`config.mk`:
```
export PLATFORM = sky130hd
export DESIGN_NAME = wb_stage
export DESIGN_NICKNAME = d
export VERILOG_FILES = /design/src/rtl/pipe_pkg.sv /design/src/rtl/wb_stage_load_align.sv /design/src/rtl/wb_stage.sv
export SDC_FILE = /design/constraint.sdc
export NUM_CORES = 1
export LEC_CHECK = 0
export CAP_MARGIN = 20
export CELL_PAD_IN_SITES_DETAIL_PLACEMENT = 0
export CELL_PAD_IN_SITES_GLOBAL_PLACEMENT = 1
export CORE_MARGIN = 3
export CORE_UTILIZATION = 38
export CTS_CLUSTER_SIZE = 16
export DETAILED_ROUTE_END_ITERATION = 12
export PLACE_DENSITY = 0.85
export SYNTH_ARGS = -nofsm -noshare
export SYNTH_HDL_FRONTEND = slang
export SYNTH_SLANG_ARGS = --single-unit
```
`constraint.sdc`:
```
create_clock -name clk -period 7.2 [get_ports clk]
set_clock_uncertainty 0.1 [all_clocks]
set_input_delay 2.16 -clock clk [delete_from_list [all_inputs] [get_ports clk]]
set_output_delay 2.16 -clock clk [all_outputs]
set_load 0.03 [all_outputs]
```
`src/rtl/pipe_pkg.sv`:
```
// Shared definitions for the pipeline tail.
//   wb_state_e : writeback FSM encoding (IDLE / WAIT_MEM / DONE)
//   AL_*       : bit positions inside the one-hot align_load vector
//   SRC_*      : bit positions inside the one-hot rf_wdata_src vector
//   EXC_NONE   : exception code meaning "no exception"
package pipe_pkg;

  typedef enum logic [1:0] {
    ST_IDLE     = 2'd0,
    ST_WAIT_MEM = 2'd1,
    ST_DONE     = 2'd2
  } wb_state_e;

  localparam int unsigned AL_LW  = 6;
  localparam int unsigned AL_LB  = 5;
  localparam int unsigned AL_LBU = 4;
  localparam int unsigned AL_LH  = 3;
  localparam int unsigned AL_LHU = 2;
  localparam int unsigned AL_LWL = 1;
  localparam int unsigned AL_LWR = 0;

  localparam int unsigned SRC_ALU  = 0;
  localparam int unsigned SRC_LOAD = 1;
  localparam int unsigned SRC_RSVD = 2;

  localparam logic [4:0] EXC_NONE = 5'd0;

endpackage

```
`src/rtl/wb_stage_load_align.sv`:
```
// load_align: combinational load-data alignment / extension.
// Ports:
//   align_load [6:0] one-hot load kind (lw lb lbu lh lhu lwl lwr)
//   addr       [1:0] low byte-address bits of the load
//   rdata      [31:0] word returned by memory
//   rf_B       [31:0] old rt value, merged by lwl/lwr
//   result     [31:0] value to write into the register file
// No kind bit set falls through to the plain word.
module load_align
  import pipe_pkg::*;
(
  input  logic [6:0]  align_load,
  input  logic [1:0]  addr,
  input  logic [31:0] rdata,
  input  logic [31:0] rf_B,
  output logic [31:0] result
);

  logic [7:0]  byte_sel;
  logic [15:0] half_sel;

  always_comb begin
    byte_sel = '0;
    case (addr)
      2'd0: byte_sel = rdata[7:0];
      2'd1: byte_sel = rdata[15:8];
      2'd2: byte_sel = rdata[23:16];
      default: byte_sel = rdata[31:24];
    endcase
    half_sel = addr[1] ? rdata[31:16] : rdata[15:0];
  end

  always_comb begin
    result = rdata;
    if (align_load[AL_LB]) begin
      result = {{24{byte_sel[7]}}, byte_sel};
    end else if (align_load[AL_LBU]) begin
      result = {24'd0, byte_sel};
    end else if (align_load[AL_LH]) begin
      result = {{16{half_sel[15]}}, half_sel};
    end else if (align_load[AL_LHU]) begin
      result = {16'd0, half_sel};
    end else if (align_load[AL_LWL]) begin
      case (addr)
        2'd0: result = {rdata[7:0],  rf_B[23:0]};
        2'd1: result = {rdata[15:0], rf_B[15:0]};
        2'd2: result = {rdata[23:0], rf_B[7:0]};
        default: result = rdata;
      endcase
    end else if (align_load[AL_LWR]) begin
      case (addr)
        2'd0: result = rdata;
        2'd1: result = {rf_B[31:24], rdata[31:8]};
        2'd2: result = {rf_B[31:16], rdata[31:16]};
        default: result = {rf_B[31:8], rdata[31:24]};
      endcase
    end
  end

endmodule

```
`src/rtl/wb_stage.sv`:
```
// wb_stage: final pipeline stage. Latches the retiring instruction, waits
// for load data, aligns it and drives the single register-file write port.
// Ports:
//   clk, rst_p (async, active-high)   empty : flush, kills held instruction
//   MA_ready / WB_enable             : upstream handshake
//   *_in, MA_PC                      : instruction fields from MA stage
//   mem_rdata / mem_data_ok          : load data return (1-cycle pulse)
//   rf_wen / rf_waddr / rf_wdata     : register-file write port
//   valid_out / leaving_out          : forwarding status
//   WB_PC                            : PC of held instruction
// Optional (macro WB_DEBUG_TRACE_EN): debug_wb_pc, debug_wb_rf_wen,
//   debug_wb_rf_wnum, debug_wb_rf_wdata trace outputs.
module wb_stage
  import pipe_pkg::*;
#(
  parameter int unsigned RDATA_W = 32
) (
  input  logic               clk,
  input  logic               rst_p,
  input  logic               empty,
  input  logic               MA_ready,
  output logic               WB_enable,
  input  logic [31:0]        rf_B_in,
  input  logic [4:0]         rf_waddr_in,
  input  logic [2:0]         rf_wdata_src_in,
  input  logic               rf_wen_in,
  input  logic [31:0]        alu_res_in,
  input  logic               mem_read_in,
  input  logic [6:0]         align_load_in,
  input  logic [4:0]         exccode_in,
  input  logic [31:0]        MA_PC,
  input  logic [RDATA_W-1:0] mem_rdata,
  input  logic               mem_data_ok,
  output logic               rf_wen,
  output logic [4:0]         rf_waddr,
  output logic [31:0]        rf_wdata,
  output logic               valid_out,
  output logic               leaving_out,
  output logic [31:0]        WB_PC
`ifdef WB_DEBUG_TRACE_EN
  ,
  output logic [31:0]        debug_wb_pc,
  output logic [3:0]         debug_wb_rf_wen,
  output logic [4:0]         debug_wb_rf_wnum,
  output logic [31:0]        debug_wb_rf_wdata
`endif
);

  if (RDATA_W != 32) begin : g_bad_width
    $error("wb_stage: RDATA_W must be 32");
  end

  wb_state_e   state;
  logic [31:0] rf_B_q;
  logic [4:0]  waddr_q;
  logic        src_load_q;
  logic        wen_q;
  logic [31:0] alu_res_q;
  logic [6:0]  align_q;
  logic [4:0]  exc_q;
  logic [31:0] rdata_q;
  logic        drop_pending;
  logic [31:0] load_data;

  logic comming;
  logic load_entry;
  logic data_take;
  logic drop_next;
  logic unused_src_bits;

  assign unused_src_bits = rf_wdata_src_in[SRC_ALU] ^ rf_wdata_src_in[SRC_RSVD];

  // Outputs derive from registered state only, so leaving_out never
  // sees MA_ready combinationally.
  assign valid_out   = (state != ST_IDLE);
  assign leaving_out = (state == ST_DONE);
  assign WB_enable   = !valid_out || leaving_out;
  assign comming     = WB_enable && MA_ready;
  assign load_entry  = mem_read_in && (exccode_in == EXC_NONE);
  assign data_take   = (state == ST_WAIT_MEM) && mem_data_ok && !drop_pending;

  // A pulse consumes one pending drop; a flush in WAIT_MEM leaves one
  // outstanding response unless its data is arriving in that same cycle.
  assign drop_next = (drop_pending && !mem_data_ok) ||
                     (empty && (state == ST_WAIT_MEM) && !data_take);

  always_ff @(posedge clk or posedge rst_p) begin
    if (rst_p) begin
      state        <= ST_IDLE;
      rf_B_q       <= '0;
      waddr_q      <= '0;
      src_load_q   <= 1'b0;
      wen_q        <= 1'b0;
      alu_res_q    <= '0;
      align_q      <= '0;
      exc_q        <= '0;
      WB_PC        <= '0;
      rdata_q      <= '0;
      drop_pending <= 1'b0;
    end else begin
      drop_pending <= drop_next;
      if (comming) begin
        rf_B_q     <= rf_B_in;
        waddr_q    <= rf_waddr_in;
        src_load_q <= rf_wdata_src_in[SRC_LOAD];
        wen_q      <= rf_wen_in;
        alu_res_q  <= alu_res_in;
        align_q    <= align_load_in;
        exc_q      <= exccode_in;
        WB_PC      <= MA_PC;
      end
      if (data_take) begin
        rdata_q <= mem_rdata;
      end
      if (empty) begin
        state <= ST_IDLE;
      end else begin
        case (state)
          ST_WAIT_MEM: if (data_take) state <= ST_DONE;
          default: begin
            if (comming) state <= load_entry ? ST_WAIT_MEM : ST_DONE;
            else         state <= ST_IDLE;
          end
        endcase
      end
    end
  end

  load_align u_load_align (
    .align_load (align_q),
    .addr       (alu_res_q[1:0]),
    .rdata      (rdata_q),
    .rf_B       (rf_B_q),
    .result     (load_data)
  );

  assign rf_wen   = (state == ST_DONE) && wen_q && (exc_q == EXC_NONE) && !empty;
  assign rf_waddr = waddr_q;
  assign rf_wdata = src_load_q ? load_data : alu_res_q;

`ifdef WB_DEBUG_TRACE_EN
  assign debug_wb_pc       = WB_PC;
  assign debug_wb_rf_wen   = {4{rf_wen}};
  assign debug_wb_rf_wnum  = rf_waddr;
  assign debug_wb_rf_wdata = rf_wdata;
`endif

  // Memory returns data no earlier than the cycle after the request.
  a_no_data_on_entry: assert property (@(posedge clk) disable iff (rst_p)
    !(comming && !empty && load_entry && mem_data_ok && !drop_pending));

  // A response is only legal while a load waits or a killed load is owed one.
  a_data_ok_protocol: assert property (@(posedge clk) disable iff (rst_p)
    mem_data_ok |-> ((state == ST_WAIT_MEM) || drop_pending));

endmodule

```
==> run metrics <==
register-to-register setup slack 5.30 ns; die span in x 150 um; clk sinks 149; Placed Instances 1109; Max FO, Critical Path 4; max-capacitance violation count 0; Worst Hold Endpoint WB_PC[21]; Area Growth Syn to Fin 38.5%; Mapped Nets 809; gpl congestion 0.920; Max clock buf depth 2; Layout Utilization 0.539; Post-CTS Setup Bufs 0; fmax 162 MHz; residual DRC count 0; Site Rows 52; Ys Warns 0; Clk Latency, worst-skew pair 0.42 ns; Slew headroom 0.352; Initial Util 0.389; Pins Over Slew Limit 0; PwrDens 244 nW/um^2; period utilisation layout 0.858; vias per cell 5.45; Tmin final 6.18 ns; origin of the critical flop-to-flop path state[0]; Design Power 2.68 mW; Worst Path Required 4.94 ns; Inserted Diodes 0; hold_sp WB_PC[21]; Hold WC Path Type reg2reg; initial antenna violation count 0; Hold Vio Cnt, Final 0; critical path endpoint category output port; first-pass GRT wire length 36.7 mm; Nets 1014; Non-Filler Instances 1142; Worst-Margin Slew 0.965 ns; CTS root buf clkbuf_16; RSZ-0062 raised after global routing false; TritonRoute pass-1 iters 5; total gr overflow 0; GR Util All Layers 0.213; cts-stage hold buffer count 0; Post-synth EDFFs 0; FF+latch count, synth 149; Num CTS Buffers 17; routed len/inst 21.2 um; CTS tree done; clock slew at reported path FFs 0.07 ns; H-tree depth 4; Placeable Area 20400 sq um; total negative slack 0 ns; top-level I/O count 228; CP startpoint kind primary input; worst-case reg-to-reg path depth 3; routed vias 6227; post-synthesis cell type count 42; VDD IR max 0.000151 V; post-route ant nets 0; final WL 24.2 mm; post-detail-place hpwl 17.8 mm; mean post-synth cell area 12.1 sq um; initial DRC count 347; DIE AREA 22600 sq um; Lkg Pwr 4.39 nW; synthesized area 7920 sq um; crit path kind in2out; Die Ht 150 um; share of layout cells above drive strength 1 0.273; Post-synth top flop dfrtp_1; final setup fails 0; hold slack final 0.405 ns; Async S/R FF share, synth 1.00; status finished, final reports clean; Arr. time, crit path 3.92 ns; register area share after synthesis 0.471; vias in the first global route 6351; hold depth 1; input/output buffers 224; Cells after Synth 654; pin count of the biggest net entering global routing 67; reg-to-reg endpoint rf_B_q[5]; Post-CTS Resized 0
==> sequential cells by signal, summed over array words and instances, names as in the netlist <==
name,cells
WB_PC,32
alu_res_q,32
rdata_q,32
rf_B_q,32
align_q,6
exc_q,5
rf_waddr,5
state,2
drop_pending,1
src_load_q,1
wen_q,1
==> logic make-up (layout without fill, tap and decap cells) <==
group,Yosys count,in the layout,synth area share
buffers and inverters,55,273,0.0333
DFF,149,149,0.471
muxes,222,222,0.321
and+or+nand+nor,110,110,0.0687
AOI/OAI and AO/OA,118,118,0.107
==> power by group <==
part / switching, mW / internal (mW) / leakage [nW]
registers: 0.103 / 0.921 / 1.78
logic: 0.363 / 0.363 / 2.31
clock network: 0.400 / 0.527 / 0.295
==> routing by layer <==
metal  routed length [um]  track usage  share of wire  up-vias
met4                  579       0.0755          0.024        0
li1                     -            -              -     2867
met1                10300        0.283           0.42     3094
met5                    0            0              0        -
met2                11600        0.334           0.48      230
met3                 1790       0.0605          0.074       36
==> cells in the mapped netlist (4+ instances only) <==
master / number / area share
nand2b_1: 6 / 0.0047
mux2i_1: 38 / 0.048
o221ai_1: 4 / 0.0044
o22ai_1: 8 / 0.0063
a211oi_1: 25 / 0.024
buf_6: 4 / 0.0057
a32oi_1: 4 / 0.0044
clkbuf_1: 19 / 0.0090
nand2_1: 31 / 0.015
buf_2: 19 / 0.012
a21oi_1: 34 / 0.021
nor2_1: 37 / 0.018
o32ai_1: 8 / 0.0088
buf_1: 6 / 0.0028
o32a_1: 5 / 0.0063
nand3_1: 5 / 0.0032
dfrtp_1: 149 / 0.47
inv_1: 6 / 0.0028
nand3b_1: 8 / 0.0076
mux2_2: 176 / 0.25
o21ai_0: 8 / 0.0051
a2bb2oi_1: 8 / 0.0088
mux4_2: 8 / 0.023
nor3b_1: 8 / 0.0076
==> layout make-up <==
cell class                 instances  area, sq um
clock buffer                      17          425
clock inverter                    15          185
fill                            1835         9390
inverter                           6         27.5
multi-input combinational        450         3950
sequential                       149         3730
tap                              270          338
timing repair buffer             235         2320
==> placed cells by master (no fill, tap or decap), drive strengths merged, types with 9 or more instances in the layout <==
cell and instances:
dfrtp 149, nor2 38, nand2 31, mux2 176, a21oi 35, mux2i 38, buf 11, clkdlybuf4s50 224
o21ai 9, a211oi 25, inv 14, clkbuf 17
==> through the flow <==
step | cell area [sq um] | setup slack (ns)
finish | 11000 | 1.02
detailed placement | 10400 | 1.00
global placement | 10400 | 1.01
CTS | 11000 | 1.00
global route | 11000 | 0.859
floorplan | 7920 | 0.932
==> worst max-delay path, stage by stage <==
cell and delay [ns]:
clkdlybuf4s50_1 0.45, nor4b_1 0.30, nand2_1 0.10, nor4_1 0.17, clkdlybuf4s50_1 0.73
==> how the worst max path moves through the flow <==
stage | start | endpoint | cells past startpoint
detailed placement | empty | rf_wen | 5
global placement | empty | rf_wen | 5
CTS | empty | rf_wen | 5
global route | empty | rf_wen | 5
floorplan | rst_p | WB_PC[0] | 1
finish | empty | rf_wen | 5
No activity file was read; power rests on OpenSTA's default activity.
